File: src/rtl/ip_codma_dp_pkg.sv
// rtl/ip_codma_dp_pkg.sv - shared types and constants for the codma data-phase engine
package ip_codma_dp_pkg;

    localparam int DP_ADDR_W  = 32;
    localparam int BEAT_BYTES = 4;

    typedef enum logic [1:0] {
        DP_IDLE,
        DP_READ,
        DP_WRITE,
        DP_ERROR
    } dp_state_t;

    typedef logic [1:0] dp_beat_cnt_t;

    typedef struct packed {
        logic                 read;
        logic                 write;
        logic [DP_ADDR_W-1:0] addr;
        dp_beat_cnt_t         size;
    } dp_entry_t;

endpackage

File: src/rtl/ip_codma_dp_engine_addr_gen.sv
// rtl/ip_codma_dp_engine_addr_gen.sv - beat address and beat counter for one burst
module ip_codma_dp_addr_gen
    import ip_codma_dp_pkg::*;
#(
    parameter int ADDR_W = 32,
    parameter int STRIDE = BEAT_BYTES
) (
    input  logic              clk_i,
    input  logic              reset_i,
    input  logic              load_i,
    input  logic [ADDR_W-1:0] addr_i,
    input  logic [1:0]        size_i,
    input  logic              beat_done_i,
    output logic [ADDR_W-1:0] beat_addr_o,
    output logic              last_beat_o
);

    logic [ADDR_W-1:0] addr_q;
    dp_beat_cnt_t      size_q;
    dp_beat_cnt_t      cnt_q;

    // Load wins over increment so a back-to-back capture starts the new burst cleanly.
    always_ff @(posedge clk_i) begin
        if (reset_i) begin
            addr_q <= '0;
            size_q <= '0;
            cnt_q  <= '0;
        end else if (load_i) begin
            addr_q <= addr_i;
            size_q <= size_i;
            cnt_q  <= '0;
        end else if (beat_done_i) begin
            addr_q <= addr_q + ADDR_W'(STRIDE);
            cnt_q  <= last_beat_o ? '0 : cnt_q + 2'd1;
        end
    end

    assign beat_addr_o = addr_q;
    assign last_beat_o = (cnt_q == size_q);

endmodule

File: src/rtl/ip_codma_dp_engine.sv
// rtl/ip_codma_dp_engine.sv - codma data-phase engine; CODMA_DP_BACK2BACK_EN removes the inter-burst idle bubble
module ip_codma_dp_engine
    import ip_codma_dp_pkg::*;
#(
    parameter int ADDR_W = 32,
    parameter int DATA_W = 32,
    parameter int CNT_W  = 3
) (
    input  logic              clk_i,
    input  logic              reset_i,
    input  logic [CNT_W-1:0]  ap_fifo_count_i,
    input  logic              ap_read_i,
    input  logic              ap_write_i,
    input  logic [ADDR_W-1:0] ap_addr_i,
    input  logic [1:0]        ap_size_i,
    output logic              fifo_rd_next_o,
    input  logic              bus_ready_i,
    input  logic              bus_error_i,
    input  logic [DATA_W-1:0] bus_rdata_i,
    output logic              bus_wvalid_o,
    output logic [DATA_W-1:0] bus_wdata_o,
    input  logic [DATA_W-1:0] wr_data_i,
    input  logic              wr_data_valid_i,
    output logic              wr_data_ready_o,
    output logic [DATA_W-1:0] rd_data_o,
    output logic              rd_data_valid_o,
    output logic [ADDR_W-1:0] dp_beat_addr_o,
    output logic              dp_busy_o,
    output logic              dp_error_o,
    input  logic              err_clear_i
);

    dp_state_t         state_q, state_d;
    logic              err_q, err_d;
    logic              wvalid_q;
    logic [DATA_W-1:0] wdata_q;
    logic [DATA_W-1:0] rdata_q;
    logic              rvalid_q;
    logic              rst_hold_q;
    logic              capture;
    logic              beat_done;
    logic              beat_err;
    logic              last_beat;
    dp_entry_t         head;

    always_comb begin
        head       = '0;
        head.read  = ap_read_i;
        head.write = ap_write_i;
        head.addr  = DP_ADDR_W'(ap_addr_i);
        head.size  = ap_size_i;
    end

    always_comb begin
        state_d   = state_q;
        err_d     = err_q;
        capture   = 1'b0;
        beat_done = 1'b0;
        beat_err  = 1'b0;
        if (err_clear_i) begin
            err_d = 1'b0;
        end
        case (state_q)
            DP_IDLE:  capture = (ap_fifo_count_i != '0) && !rst_hold_q;
            DP_READ: begin
                beat_done = bus_ready_i && !bus_error_i;
                beat_err  = bus_ready_i && bus_error_i;
            end
            DP_WRITE: begin
                beat_done = wvalid_q && bus_ready_i && !bus_error_i;
                beat_err  = wvalid_q && bus_ready_i && bus_error_i;
            end
            DP_ERROR: begin
                if (err_clear_i) begin
                    state_d = DP_IDLE;
                end
            end
            default:  state_d = DP_IDLE;
        endcase
        if (beat_err) begin
            state_d = DP_ERROR;
            err_d   = 1'b1;
        end else if (beat_done && last_beat) begin
            state_d = DP_IDLE;
`ifdef CODMA_DP_BACK2BACK_EN
            capture = (ap_fifo_count_i != '0);
`endif
        end
        // Illegal head entries are still popped so the FIFO cannot wedge on them.
        if (capture) begin
            if (head.read && !head.write) begin
                state_d = DP_READ;
            end else if (head.write && !head.read) begin
                state_d = DP_WRITE;
            end else begin
                state_d = DP_ERROR;
                err_d   = 1'b1;
            end
        end
    end

    always_ff @(posedge clk_i) begin
        if (reset_i) begin
            state_q    <= DP_IDLE;
            err_q      <= 1'b0;
            wvalid_q   <= 1'b0;
            wdata_q    <= '0;
            rdata_q    <= '0;
            rvalid_q   <= 1'b0;
            rst_hold_q <= 1'b1;
        end else begin
            state_q    <= state_d;
            err_q      <= err_d;
            rst_hold_q <= 1'b0;
            rvalid_q   <= (state_q == DP_READ) && beat_done;
            if ((state_q == DP_READ) && beat_done) begin
                rdata_q <= bus_rdata_i;
            end
            if (beat_done || beat_err) begin
                wvalid_q <= 1'b0;
            end else if (wr_data_ready_o && wr_data_valid_i) begin
                wvalid_q <= 1'b1;
                wdata_q  <= wr_data_i;
            end
        end
    end

    ip_codma_dp_addr_gen #(
        .ADDR_W (ADDR_W),
        .STRIDE (DATA_W / 8)
    ) u_addr_gen (
        .clk_i       (clk_i),
        .reset_i     (reset_i),
        .load_i      (capture && !reset_i),
        .addr_i      (ADDR_W'(head.addr)),
        .size_i      (head.size),
        .beat_done_i (beat_done),
        .beat_addr_o (dp_beat_addr_o),
        .last_beat_o (last_beat)
    );

    assign fifo_rd_next_o  = capture && !reset_i;
    assign wr_data_ready_o = (state_q == DP_WRITE) && !wvalid_q;
    assign bus_wvalid_o    = wvalid_q;
    assign bus_wdata_o     = wdata_q;
    assign rd_data_o       = rdata_q;
    assign rd_data_valid_o = rvalid_q;
    assign dp_busy_o       = (state_q != DP_IDLE);
    assign dp_error_o      = err_q;

endmodule
File: config.mk
export PLATFORM = sky130hd
export DESIGN_NAME = ip_codma_dp_engine
export DESIGN_NICKNAME = d
export VERILOG_FILES = /design/src/rtl/ip_codma_dp_pkg.sv /design/src/rtl/ip_codma_dp_engine_addr_gen.sv /design/src/rtl/ip_codma_dp_engine.sv
export SDC_FILE = /design/constraint.sdc
export NUM_CORES = 1
export LEC_CHECK = 0
export ABC_AREA = 1
export CORE_UTILIZATION = 39
export DETAILED_ROUTE_END_ITERATION = 6
export PLACE_DENSITY_LB_ADDON = 0.2
export SETUP_SLACK_MARGIN = 0.5
export SLEW_MARGIN = 5
export SYNTH_ARGS = -nofsm -noshare
export SYNTH_HDL_FRONTEND = slang
export SYNTH_HIERARCHICAL = 1
export SYNTH_SLANG_ARGS = --single-unit
File: constraint.sdc
create_clock -name clk_i -period 1.85 [get_ports clk_i]
set_input_delay 0.185 -clock clk_i [delete_from_list [all_inputs] [get_ports clk_i]]
set_output_delay 0.185 -clock clk_i [all_outputs]
set_load 0.03 [all_outputs]
==> Word-level counts from Yosys, hierarchy flattened <==
Index checks and enable logic that the tools add are counted.
Widths: inputs -> output; s select.
{ "word_totals": {"reg_bits": 106, "out_inout_bits": 102, "word_cells": 66} }
{ "op_classes": {"n_addsub": 2, "eq_ne": 4, "mux": 19, "bitwise_logic": 1, "reduce_logical": 30} }
{ "ops": {"columns": ["op", "count"], "rows": [
  ["$mux 32", 2],
  ["$add 32x3->32 const B", 1],
  ["$mux 2", 7],
  ["$logic_and 1x1->1", 13],
  ["$mux 1", 8],
  ["$reduce_bool 4->1", 2],
  ["$logic_not 1->1", 6],
  ["$eq 2x2->1 const B", 2],
  ["$pmux 1 s2", 2],
  ["$reduce_and 2->1", 2],
  ["$reduce_bool 2->1", 2],
  ["$reduce_or 2->1", 2],
  ["$reduce_bool 3->1", 1],
  ["$add 2x1->2 const B", 1],
  ["$eq 2x1->1 const B", 1],
  ["$eq 2x2->1", 1],
  ["$logic_not 2->1", 1],
  ["$logic_or 1x1->1", 1],
  ["$not 1->1", 1]
]} }

==> Depth between registers and ports, before layout <==
{ "logic_depth": {"depth_word": 7, "depth_mapped": 14, "depth_no_buf": 13} }

==> Modules after synthesis <==
Netlist, hierarchy kept.
{ "modules_own_cells": {"columns": ["module", "n_inst", "cells_per_inst", "area_each_um2"], "rows": [
  ["ip_codma_dp_engine", 1, 346, 2782.7],
  ["ip_codma_dp_addr_gen", 1, 355, 2323.5]
]} }

==> Least setup slack after synthesis <==
OpenSTA, ideal clock, no wires.
{ "synth_timing": {"path_kind": "register to register", "start": "register state_q[0]", "end": "register u_addr_gen.addr_q[12] (netlist: u_addr_gen/beat_addr_o[12])", "setup_time_ns": 0.137, "arrival_ns": 2.239, "required_time_ns": 1.713, "slack_ns": -0.526, "path_stages_with_launch": 14, "cell_sequence": "dfxtp_1 > inv_1 > ha_1 > inv_1 > nor2_1 > nand2_1 > nor2_1 > buf_2 > inv_2 > nand2_1 > inv_1 > buf_4 > nand3_1 > a31oi_1"} }
{ "synth_via": {"elab_chain_len": 4} }
{ "synth_rtl": {"columns": ["item", "line_no", "rtl"], "rows": [
  ["start, declared", "ip_codma_dp_engine.sv:33", "dp_state_t state_q, state_d;"],
  ["start signal, assigned", "ip_codma_dp_engine.sv:112", "state_q <= state_d;"],
  ["$logic_not 2->1 (*)", "ip_codma_dp_engine.sv:63", "case (state_q)"],
  ["$mux 1 (*)", "ip_codma_dp_engine.sv:63", null],
  ["$logic_and 1x1->1 (*)", null, null],
  ["net fifo_rd_next_o", "ip_codma_dp_engine.sv:16", "output logic fifo_rd_next_o,"],
  ["$mux 32 / $reduce_bool 2->1 (equally long branches)", null, null],
  ["end signal, assigned", "ip_codma_dp_engine_addr_gen.sv:29", "addr_q <= addr_i;"],
  ["end signal, assigned", "ip_codma_dp_engine_addr_gen.sv:33", "addr_q <= addr_q + ADDR_W'(STRIDE);"],
  ["end, declared", "ip_codma_dp_engine_addr_gen.sv:18", "logic [ADDR_W-1:0] addr_q;"]
]} }
The timed path passes the listed nets; every way through them passes the cells marked *.
A chain may end at the register's enable or synchronous reset.

==> Worst setup path in the final report <==
{ "layout_timing": {"start": "register state_q[0]", "end": "register u_addr_gen.addr_q[19] (netlist: u_addr_gen/beat_addr_o[19])"} }
{ "layout_via": {"elab_chain_len": 4} }
{ "layout_rtl": {"columns": ["item"], "rows": [
  ["parallel branches: the longest is 4 deep, another holds $eq 2x2->1"]
]} }
Several ways; the timed one is not identified.

==> impl_metrics.ini <==
[die]
coreArea_sq_mm = 0.0127
row_count = 41
die_h_um = 116
fp.dieW_um = 116
io_pins = 211
die_area_sq_mm = 0.0136
initial_core_util_pct = 40.3

[sta]
final.setup.worst_slack_ns = 0.162
slew_headroom_pct = 70.5
setup-violations-final = 0
fmax_mhz = 592
fin_crit_ns = 1.69
fin_crit_sh_pct = 91.3
tns_ns = 0
slew_violations = 0
rsz0062_at_grt = yes
worst_slew_pin_slew_ns = 0.443
fin_skew_ns = 0.00419
finalHoldViolCount = 0

[synth]
yosysSeqAreaShare_pct = 41.6
ys_warn_count = 6
syn_inst = 701
syn_area_sq_mm = 0.00511
yosysUniqueCellTypes = 32
synth_seq_cells = 106
syn_avg_cell_area_sq_um = 7.28
syn-num-nets = 815

[clock_network]
clk_latency_ns = 0.35
cts_tree = built
cts_sinks = 106
cts.clk_slew.worst_paths_ns = 0.07
clock_path_buffers = 2
cts_max_level = 3
cts_buffers = 9
root_buffer = clkbuf_16

[setup_path]
crit_chain = inv_4 -> ha_4 -> nand2_2 -> inv_2 -> nand2_4 -> nor2_8 -> buf_12 -> nand2_8 -> inv_8 -> nand3_1 -> a21oi_1
crit_fanout = 7
critPathLaunchType = register
worstSetupPathType = reg -> reg
cp_slowest_cell = dfxtp_2
cpPeakStageDelay_ns = 0.36
end_kind = register
required_ns = 2.12
cp.arrival_ns = 1.96

[global_route]
grt_pass1_wl_um = 26800
grt-ovfl-total = 0
grt_max_degree = 95
grt_pass1_vias = 5619
antenna_found_initial = 0
grt_usage_pct = 25.3

[routing]
drt_iter0_drc = 335
via_per_inst = 5.21
drc = 0
drt_wl_total_um = 17300
vias = 5765
drt.antenna.violating_nets = 0
first_pass_iters = 5
wire_per_inst_um = 15.7

[placed_design]
place_ws_ns = -0.00650
io_buffer_count = 210
hpwlAfterDp_um = 11500
globalplace.congestion = 0.885

[pwr]
p_per_area_mw_per_mm2 = 903
vdd_drop_max_mv = 0.517
p_leak_nw = 3.29

[outcome]
status = complete, no violations

[layout]
nNetsFinal = 1044
synthToLayoutAreaGrowth_pct = 64.1
antenna_cells = 0
final_common_cell = nand2_1
drive_gt1_share_pct = 23.4
final_cell_mix = 171 x nand2_1, 107 x clkdlybuf4s50_1, 92 x dfxtp_1, 81 x a21oi_1, 77 x nand3_1

[hold_path]
hp-class = in -> reg

[run]
max-cap-violations = 0
[where the power goes]
group | switching, mW | internal, mW | leakage [nW]
Clock | 0.884 | 0.911 | 0.135
Combinational | 1.71 | 1.33 | 2.29
Sequential | 0.214 | 2.51 | 0.866
Total | 2.81 | 4.76 | 3.29
[worst max-delay path, delay by kind of cell, from the launching register on]
family / cells / cell delay (ns)
and+or+nand+nor: 5 / 0.47
DFF: 1 / 0.36
buffers and inverters: 4 / 0.36
adders and majority gates: 1 / 0.25
AOI/OAI and AO/OA: 1 / 0.16
[logic make-up (layout without fill, tap and decap cells)]
| group | count (synthesis) | count (layout) | share of synthesized area (%) |
|---|---|---|---|
| and+or+nand+nor | 373 | 375 | 33.7 |
| AOI/OAI and AO/OA | 128 | 128 | 14.2 |
| DFF | 106 | 106 | 41.6 |
| buffers and inverters | 81 | 313 | 7.94 |
| xor gates and xnor gates | 8 | 8 | 1.37 |
| adders and majority gates | 5 | 5 | 1.23 |
[routing by layer]
layer | track usage (%) | vias to the layer above | routed length, um | part of all wire (%)
li1 | - | 2773 | - | -
met1 | 28.4 | 2678 | 6570 | 38
met2 | 44.4 | 268 | 8710 | 50
met3 | 6.02 | 46 | 1460 | 8.4
met4 | 13.4 | 0 | 588 | 3.4
met5 | 0 | - | 0 | 0
[path summary, 6_finish.rpt]
| path | startpoint | endpoint | slack [ns] | cells after the start |
|---|---|---|---|---|
| min reg2reg | bus_wdata_o[10] | bus_wdata_o[10] | 0.46 | 2 |
| max reg2reg | state_q[0] | u_addr_gen/beat_addr_o[19] | 0.16 | 11 |
| max | state_q[0] | u_addr_gen/beat_addr_o[19] | 0.16 | 11 |
| min | reset_i | rst_hold_q | 0.36 | 2 |
[final cells by class]
| class | count | area (sq um) |
|---|---|---|
| Fill cell | 1080 | 4290 |
| Multi-Input combinational cell | 516 | 2940 |
| Timing Repair Buffer | 255 | 2610 |
| Sequential cell | 106 | 2140 |
| Clock buffer | 9 | 225 |
| Tap cell | 172 | 215 |
| Inverter | 40 | 170 |
| Clock inverter | 7 | 45.0 |
| Timing Repair inverter | 2 | 27.5 |
[flip-flops by register name, indices dropped and copies added (netlist names)]
register / count
u_addr_gen/cnt_q: 2
u_addr_gen/beat_addr_o: 32
rd_data_o: 32
dp_error_o: 1
bus_wdata_o: 32
rd_data_valid_o: 1
rst_hold_q: 1
u_addr_gen/size_q: 2
state_q: 2
bus_wvalid_o: 1
[synth_stat cells]
library cell,count,area share [%]
a21oi_1,84,8.2
a21oi_2,6,1.0
a22oi_1,19,2.8
a31oi_1,5,0.61
and2_1,1,0.12
buf_2,15,1.5
buf_4,3,0.44
buf_6,5,1.1
buf_8,3,0.88
clkbuf_1,15,1.1
dfxtp_1,106,42
ha_1,5,1.2
inv_1,34,2.5
inv_2,6,0.44
nand2_1,178,13
nand2_2,4,0.49
nand2_4,5,1.1
nand3_1,96,9.4
nand3_2,4,0.78
nand3b_1,3,0.44
nand4_1,2,0.24
nor2_1,60,4.4
nor2_2,6,0.74
nor2_4,9,2.0
nor2_8,1,0.39
o21ai_0,10,0.98
o21bai_1,3,0.44
o22ai_1,1,0.12
or2_1,3,0.37
or2_2,1,0.12
xnor2_1,3,0.51
xor2_1,5,0.86
[stage by stage]
stage          power [mW]  utilization (%)  std cells  hold slack [ns]  instance area [sq um]
2_1_floorplan        4.31                -        701            0.213                   5250
3_3_place_gp         5.14             58.5       1058            0.447                   7410
3_5_place_dp         5.19             58.5       1058            0.451                   7410
4_1_cts              7.39             64.4       1098            0.313                   8160
5_1_grt              7.93             66.1       1107            0.326                   8380
6_report             7.57             66.1       1107            0.361                   8380
[timing repair]
item,4_1_cts,5_1_grt
cloned,9,1
hold buffers,0,0
setup endpoints to repair,194,120
gates resized for setup,221,53
buffers inserted,15,8
pin swaps,30,29
Note: power is estimated with default switching activity, not from simulation.
